### config.mk
export PLATFORM = sky130hd
export DESIGN_NAME = bus_arbiter_flat
export DESIGN_NICKNAME = d
export VERILOG_FILES = /design/src/rtl/bus_arbiter_pkg.sv /design/src/rtl/bus_arbiter_if.sv /design/src/rtl/bus_arbiter_picker.sv /design/src/rtl/bus_arbiter.sv /design/src/flat_wrapper.sv
export SDC_FILE = /design/constraint.sdc
export NUM_CORES = 1
export LEC_CHECK = 0
export CAP_MARGIN = 20
export CORE_MARGIN = 2
export CORE_UTILIZATION = 43
export CTS_CLUSTER_DIAMETER = 30
export CTS_CLUSTER_SIZE = 12
export DETAILED_ROUTE_END_ITERATION = 16
export PLACE_DENSITY = 0.76
export SLEW_MARGIN = 10
export SYNTH_ARGS = -nofsm -noshare
export SYNTH_HDL_FRONTEND = slang
export SYNTH_SLANG_ARGS = --single-unit
### constraint.sdc
create_clock -name clk -period 1.8 [get_ports clk]
set_clock_uncertainty 0.1 [all_clocks]
set_input_delay 0.27 -clock clk [delete_from_list [all_inputs] [get_ports clk]]
set_output_delay 0.27 -clock clk [all_outputs]
set_load 0.02 [all_outputs]
### src/rtl/bus_arbiter_pkg.sv
// Shared types for the internal bus arbiter: FSM states, slave IDs, ID decode.
// Latency: none (types and a pure function only).
// Backpressure: not applicable.
package bus_arb_pkg;

  localparam int SLAVE_ID_WIDTH = 2;

  typedef enum logic [1:0] {IDLE, GRANTED, RELEASE} arb_state_t;

  typedef enum logic [SLAVE_ID_WIDTH-1:0] {
    no_slave,
    slave_1,
    slave_2,
    slave_3
  } slave_t;

  // Slave ID to one-hot enable over the largest supported slave count.
  function automatic logic [2:0] slave_onehot(input slave_t id);
    case (id)
      slave_1: return 3'b001;
      slave_2: return 3'b010;
      slave_3: return 3'b100;
      default: return 3'b000;
    endcase
  endfunction

endpackage

### src/rtl/bus_arbiter_if.sv
// Request/grant bundle between the bus masters and the arbiter.
// Latency: none (wiring only).
// Backpressure: masters hold req until they see grant; done ends ownership.
interface bus_arbiter_if import bus_arb_pkg::*; #(
  parameter int INT_MASTER_COUNT = 2,
  parameter int INT_SLAVE_COUNT  = 3,
  parameter int AW = (INT_MASTER_COUNT > 1) ? $clog2(INT_MASTER_COUNT) : 1
) ();

  logic                                             enable;
  logic [INT_MASTER_COUNT-1:0]                      req;
  logic [INT_MASTER_COUNT-1:0][SLAVE_ID_WIDTH-1:0]  slave_sel;
  logic [INT_MASTER_COUNT-1:0]                      done;
  logic [INT_MASTER_COUNT-1:0]                      grant;
  logic [INT_SLAVE_COUNT-1:0]                       slave_en;
  logic [AW-1:0]                                    active_master;
  logic                                             bus_busy;
  logic                                             bad_sel;
  logic [INT_MASTER_COUNT-1:0]                      preempt;

  // Requesting side.
  modport master (
    output enable, req, slave_sel, done,
    input  grant, slave_en, active_master, bus_busy, bad_sel, preempt
  );

  // Arbiter side.
  modport slave (
    input  enable, req, slave_sel, done,
    output grant, slave_en, active_master, bus_busy, bad_sel, preempt
  );

endinterface

### src/rtl/bus_arbiter_picker.sv
// Round-robin picker: first set request at or above ptr, wrapping, as one-hot plus index.
// Latency: purely combinational.
// Backpressure: none; the caller decides when to register the winner.
module rr_priority_picker #(
  parameter int N = 2,
  parameter int W = (N > 1) ? $clog2(N) : 1
) (
  input  logic [N-1:0] req,
  input  logic [W-1:0] ptr,
  output logic [N-1:0] win,
  output logic [W-1:0] win_idx,
  output logic         any
);

  // Scan from lowest priority back towards ptr so the slot nearest ptr overrides.
  always_comb begin
    win     = '0;
    win_idx = '0;
    for (int i = N - 1; i >= 0; i--) begin
      if (req[(int'(ptr) + i) % N]) begin
        win = '0;
        win[(int'(ptr) + i) % N] = 1'b1;
        win_idx = W'((int'(ptr) + i) % N);
      end
    end
  end

  assign any = |req;

endmodule

### src/rtl/bus_arbiter.sv
// Round-robin owner of the internal bus; routes the owner to its slave. Optional hold timeout: BUS_ARBITER_TIMEOUT_EN.
// Latency: req to grant 1 cycle from IDLE; done to grant low 1 cycle, then one RELEASE and one IDLE cycle.
// Backpressure: a master keeps req high until granted; ownership ends only on done or req drop.
module bus_arbiter import bus_arb_pkg::*; #(
  parameter int INT_MASTER_COUNT   = 2,
  parameter int INT_SLAVE_COUNT    = 3,
  parameter int FIRST_START_MASTER = 0,
  parameter int MAX_HOLD_CYCLES    = 256
) (
  input logic        clk,
  input logic        rstN,
  bus_arbiter_if.slave bus
);

  localparam int AW = (INT_MASTER_COUNT > 1) ? $clog2(INT_MASTER_COUNT) : 1;

  if (INT_MASTER_COUNT < 2 || INT_MASTER_COUNT > 4 || INT_SLAVE_COUNT < 1 ||
      INT_SLAVE_COUNT > 3 || FIRST_START_MASTER >= INT_MASTER_COUNT || MAX_HOLD_CYCLES < 2) begin : g_param_check
    $error("bus_arbiter: parameter out of range");
  end

  arb_state_t                  state_q, state_n;
  logic [INT_MASTER_COUNT-1:0] grant_q, grant_n;
  logic [INT_SLAVE_COUNT-1:0]  slave_en_q, slave_en_n;
  logic [AW-1:0]               owner_q, owner_n;
  logic [AW-1:0]               ptr_q, ptr_n;
  logic                        busy_q;
  logic                        bad_sel_q;
  logic [INT_MASTER_COUNT-1:0] bad_prev_q;

  logic [INT_MASTER_COUNT-1:0] id_ok, valid, bad_now;
  logic [INT_MASTER_COUNT-1:0] pick_win;
  logic [AW-1:0]               pick_idx;
  logic                        pick_any;
  logic [2:0]                  pick_en;

  // A request only competes when its slave ID names an existing slave.
  always_comb begin
    id_ok = '0;
    for (int i = 0; i < INT_MASTER_COUNT; i++) begin
      id_ok[i] = (bus.slave_sel[i] != '0) && (int'(bus.slave_sel[i]) <= INT_SLAVE_COUNT);
    end
  end

  assign valid   = bus.req & id_ok;
  assign bad_now = bus.req & ~id_ok;
  assign pick_en = slave_onehot(slave_t'(bus.slave_sel[pick_idx]));

  rr_priority_picker #(.N(INT_MASTER_COUNT), .W(AW)) u_pick (
    .req     (valid),
    .ptr     (ptr_q),
    .win     (pick_win),
    .win_idx (pick_idx),
    .any     (pick_any)
  );

  // Next-state and next-output computation; grant/slave_en only change on state transitions.
  always_comb begin
    state_n    = state_q;
    grant_n    = grant_q;
    slave_en_n = slave_en_q;
    owner_n    = owner_q;
    ptr_n      = ptr_q;
    case (state_q)
      IDLE: begin
        if (bus.enable && pick_any) begin
          state_n    = GRANTED;
          grant_n    = pick_win;
          slave_en_n = pick_en[INT_SLAVE_COUNT-1:0];
          owner_n    = pick_idx;
        end
      end
      GRANTED: begin
        if (bus.done[owner_q] || !bus.req[owner_q]) begin
          state_n    = RELEASE;
          grant_n    = '0;
          slave_en_n = '0;
        end
      end
      RELEASE: begin
        state_n = IDLE;
        ptr_n   = (owner_q == AW'(INT_MASTER_COUNT - 1)) ? '0 : owner_q + 1'b1;
      end
      default: begin
        state_n    = IDLE;
        grant_n    = '0;
        slave_en_n = '0;
      end
    endcase
  end

  // State and registered outputs; reset puts FIRST_START_MASTER at top priority.
  always_ff @(posedge clk or negedge rstN) begin
    if (!rstN) begin
      state_q    <= IDLE;
      grant_q    <= '0;
      slave_en_q <= '0;
      owner_q    <= AW'(FIRST_START_MASTER);
      ptr_q      <= AW'(FIRST_START_MASTER);
      busy_q     <= 1'b0;
      bad_sel_q  <= 1'b0;
      bad_prev_q <= '0;
    end else begin
      state_q    <= state_n;
      grant_q    <= grant_n;
      slave_en_q <= slave_en_n;
      owner_q    <= owner_n;
      ptr_q      <= ptr_n;
      busy_q     <= (state_n == GRANTED);
      bad_sel_q  <= |(bad_now & ~bad_prev_q);
      bad_prev_q <= bad_now;
    end
  end

  assign bus.grant         = grant_q;
  assign bus.slave_en      = slave_en_q;
  assign bus.active_master = owner_q;
  assign bus.bus_busy      = busy_q;
  assign bus.bad_sel       = bad_sel_q;

`ifdef BUS_ARBITER_TIMEOUT_EN
  localparam int HW = $clog2(MAX_HOLD_CYCLES) + 1;

  logic [HW-1:0]               hold_q, hold_n;
  logic [INT_MASTER_COUNT-1:0] preempt_q, preempt_n;

  // Hold counter saturates at the limit; preempt is sticky until the owner lets go.
  always_comb begin
    hold_n    = hold_q;
    preempt_n = preempt_q;
    if (state_q == GRANTED) begin
      if (hold_q < HW'(MAX_HOLD_CYCLES - 1)) hold_n = hold_q + 1'b1;
      if (state_n != GRANTED) begin
        preempt_n = '0;
      end else if (hold_n == HW'(MAX_HOLD_CYCLES - 1) && |(valid & ~grant_q)) begin
        preempt_n = grant_q;
      end
    end else begin
      hold_n    = '0;
      preempt_n = '0;
    end
  end

  // Hold counter and preempt registers.
  always_ff @(posedge clk or negedge rstN) begin
    if (!rstN) begin
      hold_q    <= '0;
      preempt_q <= '0;
    end else begin
      hold_q    <= hold_n;
      preempt_q <= preempt_n;
    end
  end

  assign bus.preempt = preempt_q;
`else
  assign bus.preempt = '0;
`endif

endmodule

### src/flat_wrapper.sv
// flat-port wrapper written by rule: the top's interface ports become plain ports
module bus_arbiter_flat import bus_arb_pkg::*;
#(
  parameter int INT_MASTER_COUNT   = 2,
  parameter int INT_SLAVE_COUNT    = 3,
  parameter int FIRST_START_MASTER = 0,
  parameter int MAX_HOLD_CYCLES    = 256
)
  (clk, rstN, bus_enable, bus_req, bus_slave_sel, bus_done, bus_grant, bus_slave_en, bus_active_master, bus_bus_busy, bus_bad_sel, bus_preempt);
  bus_arbiter_if #(.INT_MASTER_COUNT(INT_MASTER_COUNT), .INT_SLAVE_COUNT(INT_SLAVE_COUNT)) bus_i ();
  input logic clk;
  input logic rstN;
  input wire logic [$bits(bus_i.enable)-1:0] bus_enable;
  input wire logic [$bits(bus_i.req)-1:0] bus_req;
  input wire logic [$bits(bus_i.slave_sel)-1:0] bus_slave_sel;
  input wire logic [$bits(bus_i.done)-1:0] bus_done;
  output wire logic [$bits(bus_i.grant)-1:0] bus_grant;
  output wire logic [$bits(bus_i.slave_en)-1:0] bus_slave_en;
  output wire logic [$bits(bus_i.active_master)-1:0] bus_active_master;
  output wire logic [$bits(bus_i.bus_busy)-1:0] bus_bus_busy;
  output wire logic [$bits(bus_i.bad_sel)-1:0] bus_bad_sel;
  output wire logic [$bits(bus_i.preempt)-1:0] bus_preempt;
  assign bus_i.enable = bus_enable;
  assign bus_i.req = bus_req;
  assign bus_i.slave_sel = bus_slave_sel;
  assign bus_i.done = bus_done;
  assign bus_grant = bus_i.grant;
  assign bus_slave_en = bus_i.slave_en;
  assign bus_active_master = bus_i.active_master;
  assign bus_bus_busy = bus_i.bus_busy;
  assign bus_bad_sel = bus_i.bad_sel;
  assign bus_preempt = bus_i.preempt;
  bus_arbiter #(.INT_MASTER_COUNT(INT_MASTER_COUNT), .INT_SLAVE_COUNT(INT_SLAVE_COUNT), .FIRST_START_MASTER(FIRST_START_MASTER), .MAX_HOLD_CYCLES(MAX_HOLD_CYCLES)) u_core (.clk(clk), .rstN(rstN), .bus(bus_i));
endmodule
==> reports/results.txt <==
Status -> finished, final reports clean
Synth Instances -> 59
Synth async-reset ratio -> 100.0%
Yosys reg bits -> 13
Synthesized cell area -> 628.1 um2
Ports -> 21
First-pass GRT wire length -> 2.366 mm
Via density per instance -> 5.660
Share of cells above drive strength 1 -> 17.58%
Register area share after synthesis -> 51.79%
Yosys warns -> 0
Core area -> 1334 um2
GPL Wtd Cong -> 0.8225
Most common library cells after synthesis -> dfrtp_1, inv_1, o21ai_0, nand2_1, nor2_1
Top post-synthesis cells by area -> dfrtp_1, a221o_1, o21ai_0
H-tree levels -> 1
Total global routing overflow -> 0
Crit path capture type -> flip-flop
Total power -> 1.003 mW
DR WL/cell -> 13.61 um
# diodes -> 0
Hold/Removal Path Class -> input port to asynchronous set/reset pin
Final setup fails -> 0
Wirelength, routed -> 1.443 mm
DRT iter0 DRCs -> 13
Largest net degree at the start of global routing -> 14
Fin nets -> 103
CP Max Fanout -> 8
R2R depth -> 4
VDD IR max -> 0.4612 mV
Routed Antenna Nets -> 0
Worst Path Required -> 1.91 ns
CTS tree -> yes
Vias in the first global route -> 564
Clock Path Buffers -> 2
Layout area overhead -> 47.61%
Power per cell area -> 1082 nW/um2
Post-synth top area share -> 51.79%
Max Slew Vio Count -> 0
Post-synth top area cell -> dfrtp_1
Synth cell types -> 29
Die extent in x -> 42.22 um
Dominant cell by count in the synthesized netlist -> dfrtp_1
Sink Count -> 13
Crit path DAT -> 1.78 ns
Pre-antenna DRT Iters -> 4
Via Count -> 600
Slew @ Worst Pin -> 0.5724 ns
Antenna violations before repair -> 0
Tmin final -> 1.666 ns
Cts bufs inserted -> 3
Die footprint -> 1783 um2
Post-synth top flop -> dfrtp_1
RSZ-0062 raised after global routing -> false
Die Y -> 42.22 um
Register area -> 325.3 um2
Number of port buffers -> 18
Worst rel slew slack -> 61.72%
Startpoint Class -> flip-flop
DRC errors left -> 0
Max-cap violations -> 0
HPWL Detailed -> 1.106 mm
FP Rows -> 13
Initial Utilization -> 47.09%
Setup tns final -> 0 ns
Multi-input combinational cell area -> 272.8 um2
Period utilisation layout -> 92.56%
Root buffer cell -> clkbuf_4
CTS Hold Buffers Added -> 0
EDFF count, synth -> 0
Static leakage -> 0.4455 nW
Fill count -> 105
WS Path Type -> flip-flop to flip-flop
All-layer global routing usage -> 17.46%
Syn avg cell area -> 10.65 um2
Fmax -> 600.2 MHz
Fin. Hold Viols -> 0
Clk slew on worst S/H paths -> 0.09 ns
Clock Latency Late Sink -> 0.26 ns
==> placed cells by master, fill, tap and decap left out <==
cell type	n
nor3b_4	1
clkdlybuf4s50_1	17
clkbuf_4	3
o21ai_2	1
nor4_1	1
a21oi_1	2
o31a_1	1
nand2b_1	2
clkbuf_1	1
nand4_1	1
dfrtp_1	13
buf_4	11
o21a_1	2
a21o_1	1
nor2b_1	1
o22ai_1	1
nor3_1	1
dlymetal6s2s_1	1
a211oi_1	1
a22o_1	2
and3b_1	1
o2111a_1	1
o21ai_0	4
nand2_1	3
conb_1	2
a31oi_1	1
o211ai_1	1
nor3b_1	2
a21bo_1	1
nor2_1	3
a221o_1	2
or4_1	1
inv_1	5
==> cell type report <==
cell class                 count  share of cell area (%)
timing repair buffer          29                   28.61
sequential                    13                   35.09
inverter                       5                   2.024
clock buffer                   4                   2.834
multi-input combinational     40                   29.42
tap                           15                   2.024
==> sequential cells by signal, indices dropped and copies added (netlist names) <==
signal                    count
u_core.bus.bad_sel            1
u_core.ptr_q                  1
u_core.bad_prev_q             2
u_core.state_q                2
u_core.bus.grant              2
u_core.bus.active_master      1
u_core.bus.bus_busy           1
u_core.bus.slave_en           3
==> per-stage QoR <==
step / worst slack (ns) / cells / hold WS (ns) / util (%) / instance area [um2]
global placement: -0.1248 / 102 / 0.3629 / 67.35 / 898.4
CTS: 0.01816 / 106 / 0.2752 / 69.32 / 924.6
floorplan: 0.1730 / 60 / -0.1256 / - / 631.9
finish: 0.1340 / 106 / 0.2537 / 69.51 / 927.1
detailed placement: -0.1173 / 102 / 0.3714 / 67.35 / 898.4
global route: 0.03877 / 106 / 0.3127 / 69.51 / 927.1
==> logic make-up after synthesis <==
| logic type | Yosys count | share of synthesized area, % |
|---|---|---|
| buffers and inverters | 7 | 5.378 |
| DFF | 13 | 51.79 |
| and+or+nand+nor | 17 | 17.33 |
| other | 1 | 0.5970 |
| AOI/OAI and AO/OA | 21 | 24.90 |
==> path summary, 6_finish.rpt <==
kind | start | endpoint | slack [ns]
worst max-delay path | u_core.state_q[1] | u_core.bus.grant[1] | 0.13
worst min-delay path | rstN | u_core.bus.bad_sel | 0.25
worst max register to register | u_core.state_q[1] | u_core.bus.grant[1] | 0.13
worst min register to register | u_core.bus.grant[0] | u_core.bus.grant[0] | 0.38
max in group asynchronous | rstN | u_core.bus.bus_busy | 0.96
min in group clk | u_core.bus.grant[0] | u_core.bus.grant[0] | 0.38
==> power by group <==
part	total (mW)	switching, mW	internal, mW
Sequential	0.436	0.0727	0.363
Clock	0.181	0.0951	0.0857
Combinational	0.387	0.183	0.204
==> what timing repair did <==
| item | 4_1_cts | 5_1_grt |
|---|---|---|
| setup endpoints to repair | 0 | 1 |
| setup buffers | 0 | 0 |
| resized for setup | 0 | 1 |
==> critical path, cell delays in order (launching register included) <==
cell	delay, ns
dfrtp_1	0.48
nor3b_4	0.26
o21ai_2	0.10
or4_1	0.48
a21bo_1	0.19
==> routing by layer <==
layer	track usage (%)	wire, um	vias up
li1	-	-	282
met1	22.70	654	287
met2	27.69	676	27
met3	2.586	87	4
met4	9.375	25	0
met5	0	0	-
Note: power is estimated with default switching activity, not from simulation.
